File: config.mk
export PLATFORM = sky130hd
export DESIGN_NAME = fmap_restreamer
export DESIGN_NICKNAME = d
export VERILOG_FILES = /design/src/rtl/fmap_restreamer.sv
export SDC_FILE = /design/constraint.sdc
export NUM_CORES = 1
export LEC_CHECK = 0
export ABC_AREA = 1
export CORE_MARGIN = 2
export CORE_UTILIZATION = 68
export CTS_CLUSTER_DIAMETER = 120
export DETAILED_ROUTE_END_ITERATION = 16
export DONT_BUFFER_PORTS = 1
export PLACE_DENSITY = 0.81
export SETUP_SLACK_MARGIN = 0.1
export SYNTH_ARGS = -nofsm -noshare
export SYNTH_HDL_FRONTEND = slang
export SYNTH_SLANG_ARGS = --single-unit
File: constraint.sdc
create_clock -name clk -period 3.9 [get_ports clk]
set_clock_uncertainty 0.1 [all_clocks]
set_input_delay 0.39 -clock clk [delete_from_list [all_inputs] [get_ports clk]]
set_output_delay 0.39 -clock clk [all_outputs]
set_load 0.005 [all_outputs]
File: src/rtl/fmap_restreamer.sv
// Captures one feature map of wide accumulators, requantizes to int8 and
// replays it as a gap-free raster pixel stream for the next conv layer.
module fmap_restreamer #(
  parameter int FM_W   = 3,
  parameter int FM_H   = 3,
  parameter int DATA_W = 8,
  parameter int ACC_W  = 25,
  parameter int SHIFT  = 0
) (
  input  logic                     clk,
  input  logic                     rst,
  input  logic                     in_valid,
  input  logic signed [ACC_W-1:0]  in_data,
  output logic                     valid_pixel,
  output logic signed [DATA_W-1:0] pixel_out,
  output logic                     busy,
  output logic                     frame_done,
  output logic                     overflow
);

  localparam int N     = FM_W * FM_H;
  localparam int IDX_W = (N > 1) ? $clog2(N) : 1;
  localparam logic [IDX_W-1:0] LAST_IDX = IDX_W'(N - 1);
  localparam logic signed [ACC_W-1:0] Q_MAX = ACC_W'((1 << (DATA_W - 1)) - 1);

  typedef enum logic {FILL, SEND} state_t;

  state_t                    state, next_state;
  logic [IDX_W-1:0]          wr_idx, wr_idx_n, rd_idx, rd_idx_n;
  logic                      wr_en, valid_n, done_n, overflow_n;
  logic signed [DATA_W-1:0]  pixel_n, q_data;
  logic signed [ACC_W-1:0]   shifted;
  logic [DATA_W-1:0]         fbuf [N];

  // ReLU, shift and saturate; full accumulator width is kept until the clamp
  always_comb begin
    shifted = in_data >>> SHIFT;
    if (in_data[ACC_W-1])
      q_data = '0;
    else if (shifted > Q_MAX)
      q_data = DATA_W'(Q_MAX);
    else
      q_data = shifted[DATA_W-1:0];
  end

  always_ff @(posedge clk) begin
    if (rst) begin
      state       <= FILL;
      wr_idx      <= '0;
      rd_idx      <= '0;
      valid_pixel <= 1'b0;
      pixel_out   <= '0;
      frame_done  <= 1'b0;
      overflow    <= 1'b0;
    end else begin
      state       <= next_state;
      wr_idx      <= wr_idx_n;
      rd_idx      <= rd_idx_n;
      valid_pixel <= valid_n;
      pixel_out   <= pixel_n;
      frame_done  <= done_n;
      overflow    <= overflow_n;
    end
  end

  always_ff @(posedge clk) begin
    if (wr_en && !rst)
      fbuf[wr_idx] <= q_data;
  end

  always_comb begin
    next_state = state;
    case (state)
      FILL:    if (in_valid && wr_idx == LAST_IDX) next_state = SEND;
      SEND:    if (rd_idx == LAST_IDX) next_state = FILL;
      default: next_state = FILL;
    endcase
  end

  // In FILL, a still-high valid_pixel marks the cycle of the last pixel
  always_comb begin
    wr_en      = 1'b0;
    wr_idx_n   = wr_idx;
    rd_idx_n   = rd_idx;
    valid_n    = 1'b0;
    pixel_n    = pixel_out;
    done_n     = 1'b0;
    overflow_n = overflow;
    case (state)
      FILL: begin
        done_n = valid_pixel;
        if (in_valid) begin
          wr_en = 1'b1;
          if (wr_idx == LAST_IDX) begin
            wr_idx_n = '0;
            rd_idx_n = '0;
          end else begin
            wr_idx_n = wr_idx + 1'b1;
          end
        end
      end
      SEND: begin
        valid_n  = 1'b1;
        pixel_n  = fbuf[rd_idx];
        rd_idx_n = (rd_idx == LAST_IDX) ? '0 : rd_idx + 1'b1;
        if (in_valid) overflow_n = 1'b1;
      end
      default: ;
    endcase
  end

  assign busy = (state == SEND) || valid_pixel;

endmodule

==> impl.org, run 1 <==
** Global routing
- Global Route Usage Sum :: 26.11%
- The first global-routing pass estimated 12420 um of wire.
- Via count of the first global-routing pass :: 2501
- Global route overflow :: 0
- The initial antenna violation count was 0.
- Pin count of the biggest net entering global routing :: 34

** Timing
- Maximum achievable frequency :: 433.7 MHz
- In the finished design, the share of the clock period the worst path needs comes to 59.13%.
- Final slew viol count :: 0
- Final hold analysis gives a worst-case slack of 11.98 ps.
- Setup violations, final :: 0
- Max transition margin :: 16.74%
- Worst slew pin tran :: 1239 ps
- Final critical path time including I/O delays and setup :: 2306 ps
- Unrepaired setup endpoints after global routing :: no
- After routing, the total negative slack on setup checks comes to 0 ps.
- The number of failing hold endpoints at the final stage came to 0.

** Critical path
- Along the worst path, the maximum fanout reaches 10.
- STA puts the critical path data required time at 3760 ps.
- Critical Path, Cell by Cell :: nor2_4, nand2_2, nor3_1
- Crit-path max cell delay :: 980 ps
- For the worst setup path, the data arrival time is 2170 ps.
- For this design, the slowest cell found on the critical path is nor3_1.
- By startpoint and endpoint, the worst setup path is classified as reg -> reg.
- Crit end category :: flop
- Nature of the critical path startpoint :: flop

** Floorplan
- Initial Util :: 70.01%
- The floorplan step defined a die boundary enclosing 6736 sq um.
- The initialized floorplan defines 28 standard-cell rows.
- Area of the placeable core :: 5921 sq um
- Measured along the x axis, the die boundary spans 82.08 um.
- Vertical die dimension :: 82.08 um
- Ports placed on the boundary :: 40

** Clock network
- Clock Tree Root :: clkbuf_8
- After clock tree synthesis, the clock-pin slew on the worst setup and hold paths is 90 ps.
- TritonCTS clock tree :: done
- CTS H-tree lvls :: 3
- Clk sink count :: 92
- The longest clock path from root to sink contains 2 buffers.
- TritonCTS Buffers :: 9
- The clock reaches the later pin of the worst-skew pair after 350 ps.

** Logic synthesis
- Number of synthesized flops with an enable pin :: 72
- Ranked by total cell area, the synthesized netlist is headed by edfxtp_1, nand2_1, dfxtp_1, inv_1, nand3_1.
- By area, the combinational part of the netlist is dominated by simple AND/OR/NAND/NOR gates.
- A synthesized cell averages 9.294 sq um.
- Yosys reg bits :: 92
- Share of Yosys cell area claimed by the top area cell type :: 52.16%
- After technology mapping, the gate count stands at 446.
- After synthesis, the share of cell area in mux cells is 0%.
- After synthesis the cells add up to 4145 sq um.
- Most used flip-flop cell after synthesis :: edfxtp_1
- Portion of the post-synthesis area used by sequential elements :: 61.82%
- Top cell type by total area after synthesis :: edfxtp_1
- Yosys instantiated no cell more often than nand2_1.
- After synthesis, the netlist uses 28 different library cells.
- For this run, asynchronously set or reset flops after synthesis account for 0%.
- Summing the areas of all fa, ha and maj instances in the mapped netlist gives 1.811% of the synthesized area.
- Commonest cells in the synthesized netlist :: nand2_1, inv_1, edfxtp_1, nand3_1, nor2_1
- Warnings from Yosys :: 0
- Post-Synth Simple-Gate Area :: 24.03%
- The synthesized netlist devotes 1.539% of its cell area to compound gates.
- Xor and xnor fraction of the mapped netlist area :: 0.4226%

** Placement
- Count of buffers inserted at the top-level ports :: 0
- Placed wire-length estimate :: 5660 um
- In this run the cell area measured after placement is 4170 sq um.
- The congestion estimate from routability-driven global placement came to 0.9798.

** Routing
- Routed vias :: 2856
- Length of the first detailed-routing pass in iterations :: 5
- Final routed DRC violation total :: 0
- Post-DR vias/cell :: 5.348
- The count of nets left with antenna violations once routing finished came out at 0.
- Post-DR wirelength/cell :: 15.15 um
- DRC marker count from the first detailed-route iteration :: 264
- The routed design has 8088 um of wire.

** Pwr
- Power Dens Cells :: 403.3 nW/um^2
- In this run the static leakage power is 1.952 nW.
- IR analysis of the VDD net gives a maximum drop of 317.2 uV.

** Final layout
- The number of antenna diodes in the final layout is 0.
- Final non-filler cell area :: 4384 sq um
- Area Growth Syn to Fin :: 5.765%
- Fraction of final layout cells sized beyond drive strength 1 :: 6.100%
- For this run, the post-layout net count is 488.

** Worst hold path
- Hold crit path type :: in -> reg

** Run status
- Outcome :: finished clean

** Run
- Max-cap violations in this run came to 0.
critical path: cells and delay by family (launching register included):
family	cells	cell delay [ps]
DFF	1	400
and+or+nand+nor	3	1420
flip-flops by register name, summed over array words and instances, names as in the netlist:
register,flops
fbuf,72
pixel_out,8
frame_done,1
wr_idx,4
state,1
overflow,1
rd_idx,4
valid_pixel,1
cells in the final DEF, fill, tap and decap left out:
cell type,n
o31ai_1,1
dfxtp_1,20
nand3_1,49
dlygate4sd3_1,1
nor3_1,13
inv_1,77
conb_1,9
nand3_2,1
a21oi_1,3
clkinv_2,1
a21oi_2,1
clkbuf_1,1
clkbuf_8,9
or2_1,1
buf_4,1
inv_2,4
nand2_1,123
clkbuf_16,2
o21ai_0,2
edfxtp_1,72
nand2_2,1
inv_4,4
nor2_2,1
xor2_1,1
nor2_4,2
nor2_1,46
ha_1,6
inv_6,1
xnor2_1,1
o21ai_1,2
o22ai_1,2
clkinv_1,1
area by class of cell:
| cell class | count | area (sq um) |
|---|---|---|
| clock buffer | 12 | 177.7 |
| clock inverter | 4 | 26.28 |
| fill | 420 | 1536 |
| inverter | 84 | 320.3 |
| multi-input combinational | 265 | 1186 |
| sequential | 92 | 2562 |
| tap | 75 | 93.84 |
| timing repair buffer | 2 | 17.52 |
kinds of logic (layout without fill, tap and decap cells):
logic type / after synthesis / count (layout)
flip-flops: 92 / 92
XOR/XNOR: 2 / 2
AND/OR/NAND/NOR: 237 / 237
AO/OA/AOI/OAI: 11 / 11
buffers and inverters: 97 / 102
other: 1 / 9
adder cells (fa/ha/maj): 6 / 6
through the flow:
stage | utilization [%] | power, mW | worst slack (ps) | std cells
finish | 74.05 | 1.768 | 1594 | 534
global route | 74.05 | 1.812 | 1415 | 534
CTS | 74.05 | 1.770 | 1637 | 534
detailed placement | 70.44 | 1.150 | 1666 | 517
global placement | 70.44 | 1.148 | 1802 | 517
floorplan | - | 1.132 | 1935 | 454
where the power goes:
group          internal (mW)  switching (mW)
sequential              1.07         0.00443
combinational         0.0144          0.0444
clock                  0.312           0.326
worst paths after layout:
kind	startpoint	end	slack, ps	cells after the start
max	state	fbuf[1][2]	1590	3
min reg2reg	pixel_out[2]	pixel_out[2]	370	2
min	rst	frame_done	10	1
max reg2reg	state	fbuf[1][2]	1590	3
routing by layer:
metal	vias up	track usage (%)	part of all wire, %
met2	147	43.50	50
met5	-	0	0
met1	1281	35.01	42
met4	0	10.00	1.4
met3	15	3.626	7.0
li1	1413	-	-
timing repair:
| action | in CTS | in global routing |
|---|---|---|
| hold buffers | 1 | 0 |
| endpoints found under the hold margin | 4 | 0 |
| gates resized for setup | 0 | 0 |
| endpoints found under the setup margin | 0 | 0 |
| setup buffers | 0 | 0 |
No activity file was read; power rests on OpenSTA's default activity.
==> run 2, diff against run 1 <==
--- a/config.mk
+++ b/config.mk
@@ -5,13 +5,13 @@
 export SDC_FILE = /design/constraint.sdc
 export NUM_CORES = 1
 export LEC_CHECK = 0
-export ABC_AREA = 1
+export ABC_AREA = 0
 export CORE_MARGIN = 2
-export CORE_UTILIZATION = 68
+export CORE_UTILIZATION = 62
 export CTS_CLUSTER_DIAMETER = 120
 export DETAILED_ROUTE_END_ITERATION = 16
 export DONT_BUFFER_PORTS = 1
-export PLACE_DENSITY = 0.81
+export PLACE_DENSITY = 0.75
 export SETUP_SLACK_MARGIN = 0.1
 export SYNTH_ARGS = -nofsm -noshare
 export SYNTH_HDL_FRONTEND = slang
==> constraint.sdc (replaced) <==
create_clock -name clk -period 2.33 [get_ports clk]
set_clock_uncertainty 0.1 [all_clocks]
set_input_delay 0.233 -clock clk [delete_from_list [all_inputs] [get_ports clk]]
set_output_delay 0.233 -clock clk [all_outputs]
set_load 0.005 [all_outputs]
==> run 2 against run 1 <==
Cell count decreased by 30%. Critical endpoint is now fbuf[8][1]. Via count down 21%. Largest power group unchanged. Highest routed layer unchanged. Critical path type unchanged. Non-clock buffer count increased by 6.
==> impl.org, run 2 <==
** Placement
- The instance count after placement with tap cells included is 357 (-31%).
- The count of port buffers added during placement was 0 (unchanged).
- Placed wire-length estimate :: 4805 um (-15%)
- Routability cong. :: 0.7636 (-22%)

** Clock network
- The clock latency on the worst-skew pair is 350 ps (about the same).
- CTS H-tree lvls :: 3 (unchanged)
- Clock Tree Root :: clkbuf_8
- Clock-pin slew of the registers on the worst-case setup and hold paths :: 90 ps (about the same)
- The TritonCTS sink count is 92 (unchanged).
- Clock Path Buffers :: 2 (unchanged)
- TritonCTS clock tree :: done
- TritonCTS Buffers :: 9 (unchanged)
- The count of buffers added by post-CTS timing repair for setup was 0 (unchanged).

** Critical path
- Critical path start-end classification :: reg -> reg
- Largest fanout on the critical path :: 8 (-2)
- The required time of the worst setup path came to 2280 ps (-1480 ps).
- Nature of the critical path startpoint :: flop
- Worst Path Arrival :: 1790 ps (-380 ps)
- Crit end category :: flop

** Routing
- Final routed DRC violation total :: 0 (unchanged)
- The remaining number of nets flagged by the antenna check after routing came to 0 (unchanged).
- DRC marker count from the first detailed-route iteration :: 195 (-26%)
- Routed vias :: 2258 (-21%)
- Post-DR vias/cell :: 6.021 (+13%)
- The post-detailed-route wirelength per cell is 20.28 um (+34%).
- Length of the first detailed-routing pass in iterations :: 4 (-1)
- The total wire length came to 7606 um (-6.0%).

** Timing
- The worst slew margin relative to its limit came to 61.04% (+44 points).
- The number of setup violations in the final report is 0 (unchanged).
- The summed negative setup slack over all endpoints is 0 ps (unchanged).
- Final slew viol count :: 0 (unchanged)
- Maximum achievable frequency :: 544.3 MHz (+26%)
- Unrepaired setup endpoints after global routing :: no
- Number of failing hold endpoints at the final stage :: 0 (unchanged)
- The actual transition at the worst max-transition pin is 583.8 ps (-655.6 ps).
- Final critical path time including I/O delays and setup :: 1837 ps (-468.8 ps)
- The post-route fraction of the period consumed by the critical path was 78.85% (+20 points).

** Logic synthesis
- The Yosys warning count came to 0 (unchanged).
- The number of flops mapped to enable cells by yosys is 72 (unchanged).
- The fraction of post-synthesis cell area in the top cell type by area came to 57.07% (+4.9 points).
- Yosys reg bits :: 92 (unchanged)
- After synthesis, the most frequently instantiated cells are edfxtp_1, mux2i_1, dfxtp_1, nor2_1, o21ai_0.
- The number of standard cells after synthesis is 280 (-37%).
- The proportion of synthesized chip area in sequential cells was 67.64% (+5.8 points).
- Mean instance size in the synthesized netlist :: 13.53 sq um (+46%)
- The number of unique standard cell types used by synthesis is 39 (+39%).
- Of all cell types, the one taking the most synthesized area is edfxtp_1.
- Cell area after synthesis :: 3789 sq um (-8.6%)
- Most used flip-flop cell after synthesis :: edfxtp_1
- Ranked by total cell area, the synthesized netlist is headed by edfxtp_1, dfxtp_1, mux2i_1, o21ai_0, ha_1.
- In the post-synthesis netlist, the cell with the most instances is edfxtp_1.
- Async set or reset register ratio after synthesis :: 0% (unchanged)

** Pwr
- Power Dens Cells :: 750.0 nW/um^2 (+86%)
- Maximum VDD drop :: 647.3 uV (+100%)
- The reported leakage power came to 1.357 nW (-30%).

** Global routing
- Global Route Usage Sum :: 25.08% (-1.0 points)
- The initial antenna violation count is 0 (unchanged).
- The global-route met3 utilization came to 4.674% (+1.0 points).
- First-pass GRT wire length :: 11610 um (-6.6%)
- Met2 demand-to-capacity share in global routing :: 36.59% (-6.9 points)
- Global route overflow :: 0 (unchanged)
- The pin count of the biggest net entering global routing came to 26 (-24%).
- Busiest layer in global routing :: met1
- Via count of the first global-routing pass :: 2165 (-13%)
- The met1 capacity usage during global routing came to 37.35% (+2.3 points).

** Floorplan
- The I/O pin count was 40 (unchanged).
- The full die area came to 6752 sq um (+0.23%).
- The width of the chip was 82.17 um (+0.12%).
- Vertical die dimension :: 82.17 um (+0.12%)
- The number of placement rows came to 28 (unchanged).
- Area of the placeable core :: 5921 sq um (unchanged)
- The initial core utilization is 63.99% (-6.0 points).

** Final layout
- The number of nets in the final layout was 329 (-33%).
- Antenna cell count :: 0 (unchanged)
- Most flops, register :: fbuf
- Number of flip-flops under the largest register name :: 72 (unchanged)
- Largest registers in the final layout :: fbuf: 72 flops, pixel_out: 8 flops
- Post-layout instance count excluding filler cells :: 375 (-30%)
- Most frequent standard cell in the layout excluding fill and tap cells :: edfxtp_1
- The layout cell share with drive strength beyond 1 was 9.667% (+3.6 points).
- In the layout the commonest cells are edfxtp_1, mux2i_1, nor2_1, dfxtp_1, o21ai_0.
- Area Growth Syn to Fin :: 9.610%

** Worst hold path
- Hold crit path type :: in -> reg

** Run status
- The flow ran to the end, and the final reports show no timing, DRC or antenna violations.

** Run
- The number of violations of the max-capacitance limit came to 0 (unchanged).
[run 2: changes by cell type in the layout (fill, tap and decap cells not counted), moves of 4 or more]
cell     previous run  this run
nand2_1           123        10
inv_1              77        12
nand3_1            49         2
mux2i_1             0        35
nor2_1             46        20
o21ai_0             2        16
a21oi_1             3        12
o21ai_1             2        11
and2_1              0         8
o22ai_1             2         8
buf_4               1         5
inv_4               4         0
[run 2: report_power, final]
| group | internal [mW] | leakage [nW] | switching (mW) | total [mW] |
|---|---|---|---|---|
| clock network | 0.714 | 0.117 | 0.528 | 1.24 |
| registers | 1.78 | 0.812 | 0.00716 | 1.79 |
| logic | 0.0279 | 0.428 | 0.0542 | 0.0820 |
[run 2: what timing repair did]
| action | 4_1_cts | 5_1_grt |
|---|---|---|
| hold endpoints to repair | 10 | 0 |
| gates resized for setup | 0 | 0 |
| hold buffers | 2 | 0 |
[run 2: final cells by class]
cell class	instances	area, sq um
tap	75	93.84
timing repair buffer	8	77.57
multi-input combinational	171	1130
fill	405	1768
clock buffer	10	127.6
sequential	92	2564
inverter	13	48.80
clock inverter	6	111.4
[run 2: path summary, 6_finish.rpt]
check,from,end,slack [ps],cells past startpoint
setup / recovery,wr_idx[0],fbuf[8][1],490,6
hold / removal,rst,pixel_out[6],10,3
setup reg to reg,wr_idx[0],fbuf[8][1],490,6
hold reg to reg,pixel_out[6],pixel_out[6],380,2
[run 2: layer usage]
| metal | vias up | wire, um | share of wire, % |
|---|---|---|---|
| li1 | 1056 | - | - |
| met1 | 1100 | 3456 | 45 |
| met2 | 84 | 3480 | 46 |
| met3 | 18 | 485 | 6.4 |
| met4 | 0 | 184 | 2.4 |
| met5 | - | 0 | 0 |
[run 2: critical path, stage by stage (launching register included)]
cell and delay, ps:
dfxtp_1 370, inv_1 100, ha_1 190, nor2b_2 250, nand2_1 80, nor3_1 200
buf_4 240
[run 2: through the flow]
stage	area, sq um	utilization (%)	power (mW)	worst slack (ps)	hold WS (ps)
4_1_cts	4153	70.14	3.127	488.1	2.450
2_1_floorplan	3819	-	1.883	104.7	211.7
3_5_place_dp	3894	65.77	1.903	460.9	203.4
5_1_grt	4153	70.14	3.205	324.3	25.28
3_3_place_gp	3894	65.77	1.901	518.4	205.0
6_report	4153	70.14	3.114	492.9	10.65
[run 2: cell families after synthesis]
group           after synthesis  synth area share (%)
flops                        92                 67.64
simple gates                 70                 10.27
compound gates               51                 7.266
mux                          35                 9.247
buf+inv                      25                 3.500
fa+ha+maj                     6                 1.981
other cells                   1               0.09898
==> run 3, diff against run 2 <==
==> constraint.sdc (replaced) <==
create_clock -name clk -period 1.9 [get_ports clk]
set_clock_uncertainty 0.1 [all_clocks]
set_input_delay 0.19 -clock clk [delete_from_list [all_inputs] [get_ports clk]]
set_output_delay 0.19 -clock clk [all_outputs]
set_load 0.005 [all_outputs]
==> run 3 against run 2 <==
Die area is the same. Count of clock-buffer cells in the layout grew 1. Sequential share of layout area down 1.2 points. Design area up 2.1%. Combinational power is 38% higher. Sequential power grew 22%. Global-route usage is 0.97 points lower. First-iteration DRC count down 16%. Wire length is 5.8% lower. Critical endpoint is now fbuf[8][0]. Largest cell class unchanged. Highest routed layer unchanged.
==> impl.org, run 3 (synthesized netlist as in run 2, its figures left out) <==
** Run status
- Outcome :: finished clean

** Timing
- The number of pins exceeding their max-slew limit in the final report came to 0 (unchanged).
- Number of failing hold endpoints at the final stage :: 0 (unchanged)
- Setup violations, final :: 0 (unchanged)
- Unrepaired setup endpoints after global routing :: no
- The post-route fraction of the period consumed by the critical path was 88.41% (+9.6 points).
- Final critical path time including I/O delays and setup :: 1680 ps (-157.3 ps)
- The fmax is 595.3 MHz (+9.4%).
- The actual transition at the worst max-transition pin came to 710.0 ps (+126.2 ps).
- Setup TNS :: 0 ps (unchanged)
- The worst slew margin relative to its limit is 52.67% (-8.4 points).

** Routing
- The detailed-route via count came to 2213 (-2.0%).
- Post-DR vias/cell :: 5.733 (-4.8%)
- The total wire length is 7167 um (-5.8%).
- The post-detailed-route wirelength per cell came to 18.57 um (-8.5%).
- Length of the first detailed-routing pass in iterations :: 4 (unchanged)
- The DRC violation count after routing is 0 (unchanged).
- The remaining number of nets flagged by the antenna check after routing came to 0 (unchanged).
- DRC marker count from the first detailed-route iteration :: 163 (-16%)

** Final layout
- The largest registers in the layout are fbuf: 72 flops, pixel_out: 8 flops.
- Antenna cell count :: 0 (unchanged)
- Commonest cells after routing, fill and taps aside :: edfxtp_1, mux2i_1, nor2_1, dfxtp_1, o21ai_0
- Fraction of final layout cells sized beyond drive strength 1 :: 14.15% (+4.5 points)
- Leaving out fill and tap cells, the most frequent cell in the layout is edfxtp_1.
- From synthesis to final layout, the design area changed by 11.92%.
- Counting flops per register, the top entry is fbuf.
- The post-route standard cell area excluding fillers was 4240 sq um (+2.1%).
- The final non-filler cell total came to 386 (+2.9%).
- The number of flip-flops in the largest register is 72 (unchanged).
- Nets :: 340 (+3.3%)
- The fill cell total of the finished layout is 399 (-1.5%).

** Floorplan
- The placeable core region is 5921 sq um (unchanged).
- Initial Util :: 63.99% (unchanged)
- Floorplan row count :: 28 (unchanged)
- The height of the chip is 82.17 um (unchanged).
- Die outline width :: 82.17 um (unchanged)
- Ports placed on the boundary :: 40 (unchanged)
- The full die area was 6752 sq um (unchanged).

** Critical path
- Required time at the worst-slack endpoint :: 1870 ps (-410 ps)
- The peak fanout along the critical path is 8 (unchanged).
- Worst Path Arrival :: 1650 ps (-140 ps)
- Crit-path max cell delay :: 350 ps (-20 ps)
- Crit end category :: flop
- On the critical path, the stage with the largest delay is an instance of dfxtp_1.
- Critical path start-end classification :: reg -> reg
- STA classifies the critical path startpoint as a flop.
- The number of cells on the worst reg-to-reg path came to 6 (unchanged).
- Endpoint of the most critical setup path :: fbuf[8][0]
- The critical path goes through inv_1, ha_4, nor2b_4, nand2_1, nor3_2, buf_6.
- RR Startpoint :: wr_idx[1]
- In this run the worst setup path begins at wr_idx[1].
- Reg-to-Reg End :: fbuf[8][0]
- The setup slack on the worst flop-to-flop path came to 220 ps (-270 ps).

** Placement
- The instance count after placement with tap cells included came to 368 (+3.1%).
- The total placed instance area was 3990 sq um (+2.5%).
- Count of buffers inserted at the top-level ports :: 0 (unchanged)
- Placed wire-length estimate :: 4777 um (-0.58%)
- The global placer's final weighted congestion was 0.7504 (-1.7%).

** Clock network
- Postcts setup bufs :: 0 (unchanged)
- Clock-pin slew of the registers on the worst-case setup and hold paths :: 80 ps (about the same)
- TritonCTS clock tree :: done
- Clk sink count :: 92 (unchanged)
- CTS H-tree lvls :: 3 (unchanged)
- Skew-Pair Late Insertion Delay :: 360 ps (about the same)
- Clock Path Buffers :: 2 (unchanged)
- TritonCTS Buffers :: 9 (unchanged)
- Clock Tree Root :: clkbuf_8

** Pwr
- Leak Pwr :: 1.414 nW (+4.2%)
- Power Dens Cells :: 856.2 nW/um^2 (+14%)
- Maximum VDD drop :: 693.3 uV (+7.1%)

** Global routing
- The total routing usage reported by global routing was 24.11% (-0.97 points).
- First-pass GRT wire length :: 11310 um (-2.6%)
- The initial antenna violation count came to 0 (unchanged).
- The total overflow reported by the global router came to 0 (unchanged).
- Via count of the first global-routing pass :: 2193 (+1.3%)
- Pin count of the biggest net entering global routing :: 26 (unchanged)

** Run
- Max-capacitance violation count :: 0 (unchanged)

** Worst hold path
- The min-delay analysis places its worst path in the category in -> reg.
- The number of instances on the worst hold path came to 3 (unchanged).
## run 3: critical path, delay by kind of cell, from the launching register on
family                   cells  cell delay, ps
AND/OR/NAND/NOR              3             490
adder cells (fa/ha/maj)      1             160
buffers and inverters        2             290
flip-flops                   1             350
## run 3: per-stage QoR
step	total power, mW	hold WS [ps]	util (%)	setup WS, ps
3_5_place_dp	2.338	161.6	67.39	103.8
6_report	3.631	32.19	71.62	220.1
3_3_place_gp	2.333	159.4	67.39	193.8
4_1_cts	3.635	26.07	71.24	122.8
2_1_floorplan	2.312	168.7	-	160.6
5_1_grt	3.752	35.83	71.62	103.7
## run 3: where the power goes
part           switching (mW)  leakage [nW]  internal (mW)
combinational          0.0714         0.502         0.0420
sequential            0.00856         0.812           2.19
clock                   0.673        0.0999          0.650
## run 3: layer usage
layer | track usage (%) | vias up | share of wire [%]
met5 | 0 | - | 0
met1 | 33.46 | 1058 | 44
met3 | 5.217 | 10 | 5.6
met2 | 38.13 | 72 | 49
li1 | - | 1073 | -
met4 | 8.500 | 0 | 1.3
## run 3: cell type report
type,instances,area [sq um],area share [%]
Sequential cell,92,2565,60.49
Multi-Input combinational cell,171,1167,27.53
Timing Repair Buffer,19,163.9,3.865
Clock buffer,11,141.4,3.334
Tap cell,75,93.84,2.213
Clock inverter,5,60.06,1.416
Inverter,13,48.80,1.151
## run 3: worst min-delay path by stage
stage               slack [ps]         end         from
CTS                         30  fbuf[4][6]  in_data[24]
global placement           160   rd_idx[0]          rst
floorplan                  170   rd_idx[3]          rst
detailed placement         160   rd_idx[0]          rst
global route                40  fbuf[2][5]  in_data[24]
finish                      30   wr_idx[0]     in_valid
## run 3: timing repair
item	in CTS	in global routing
endpoints found under the setup margin	1	18
cloned	0	0
endpoints found under the hold margin	11	0
hold buffers	2	0
gates resized for setup	1	5
pin swaps	0	2
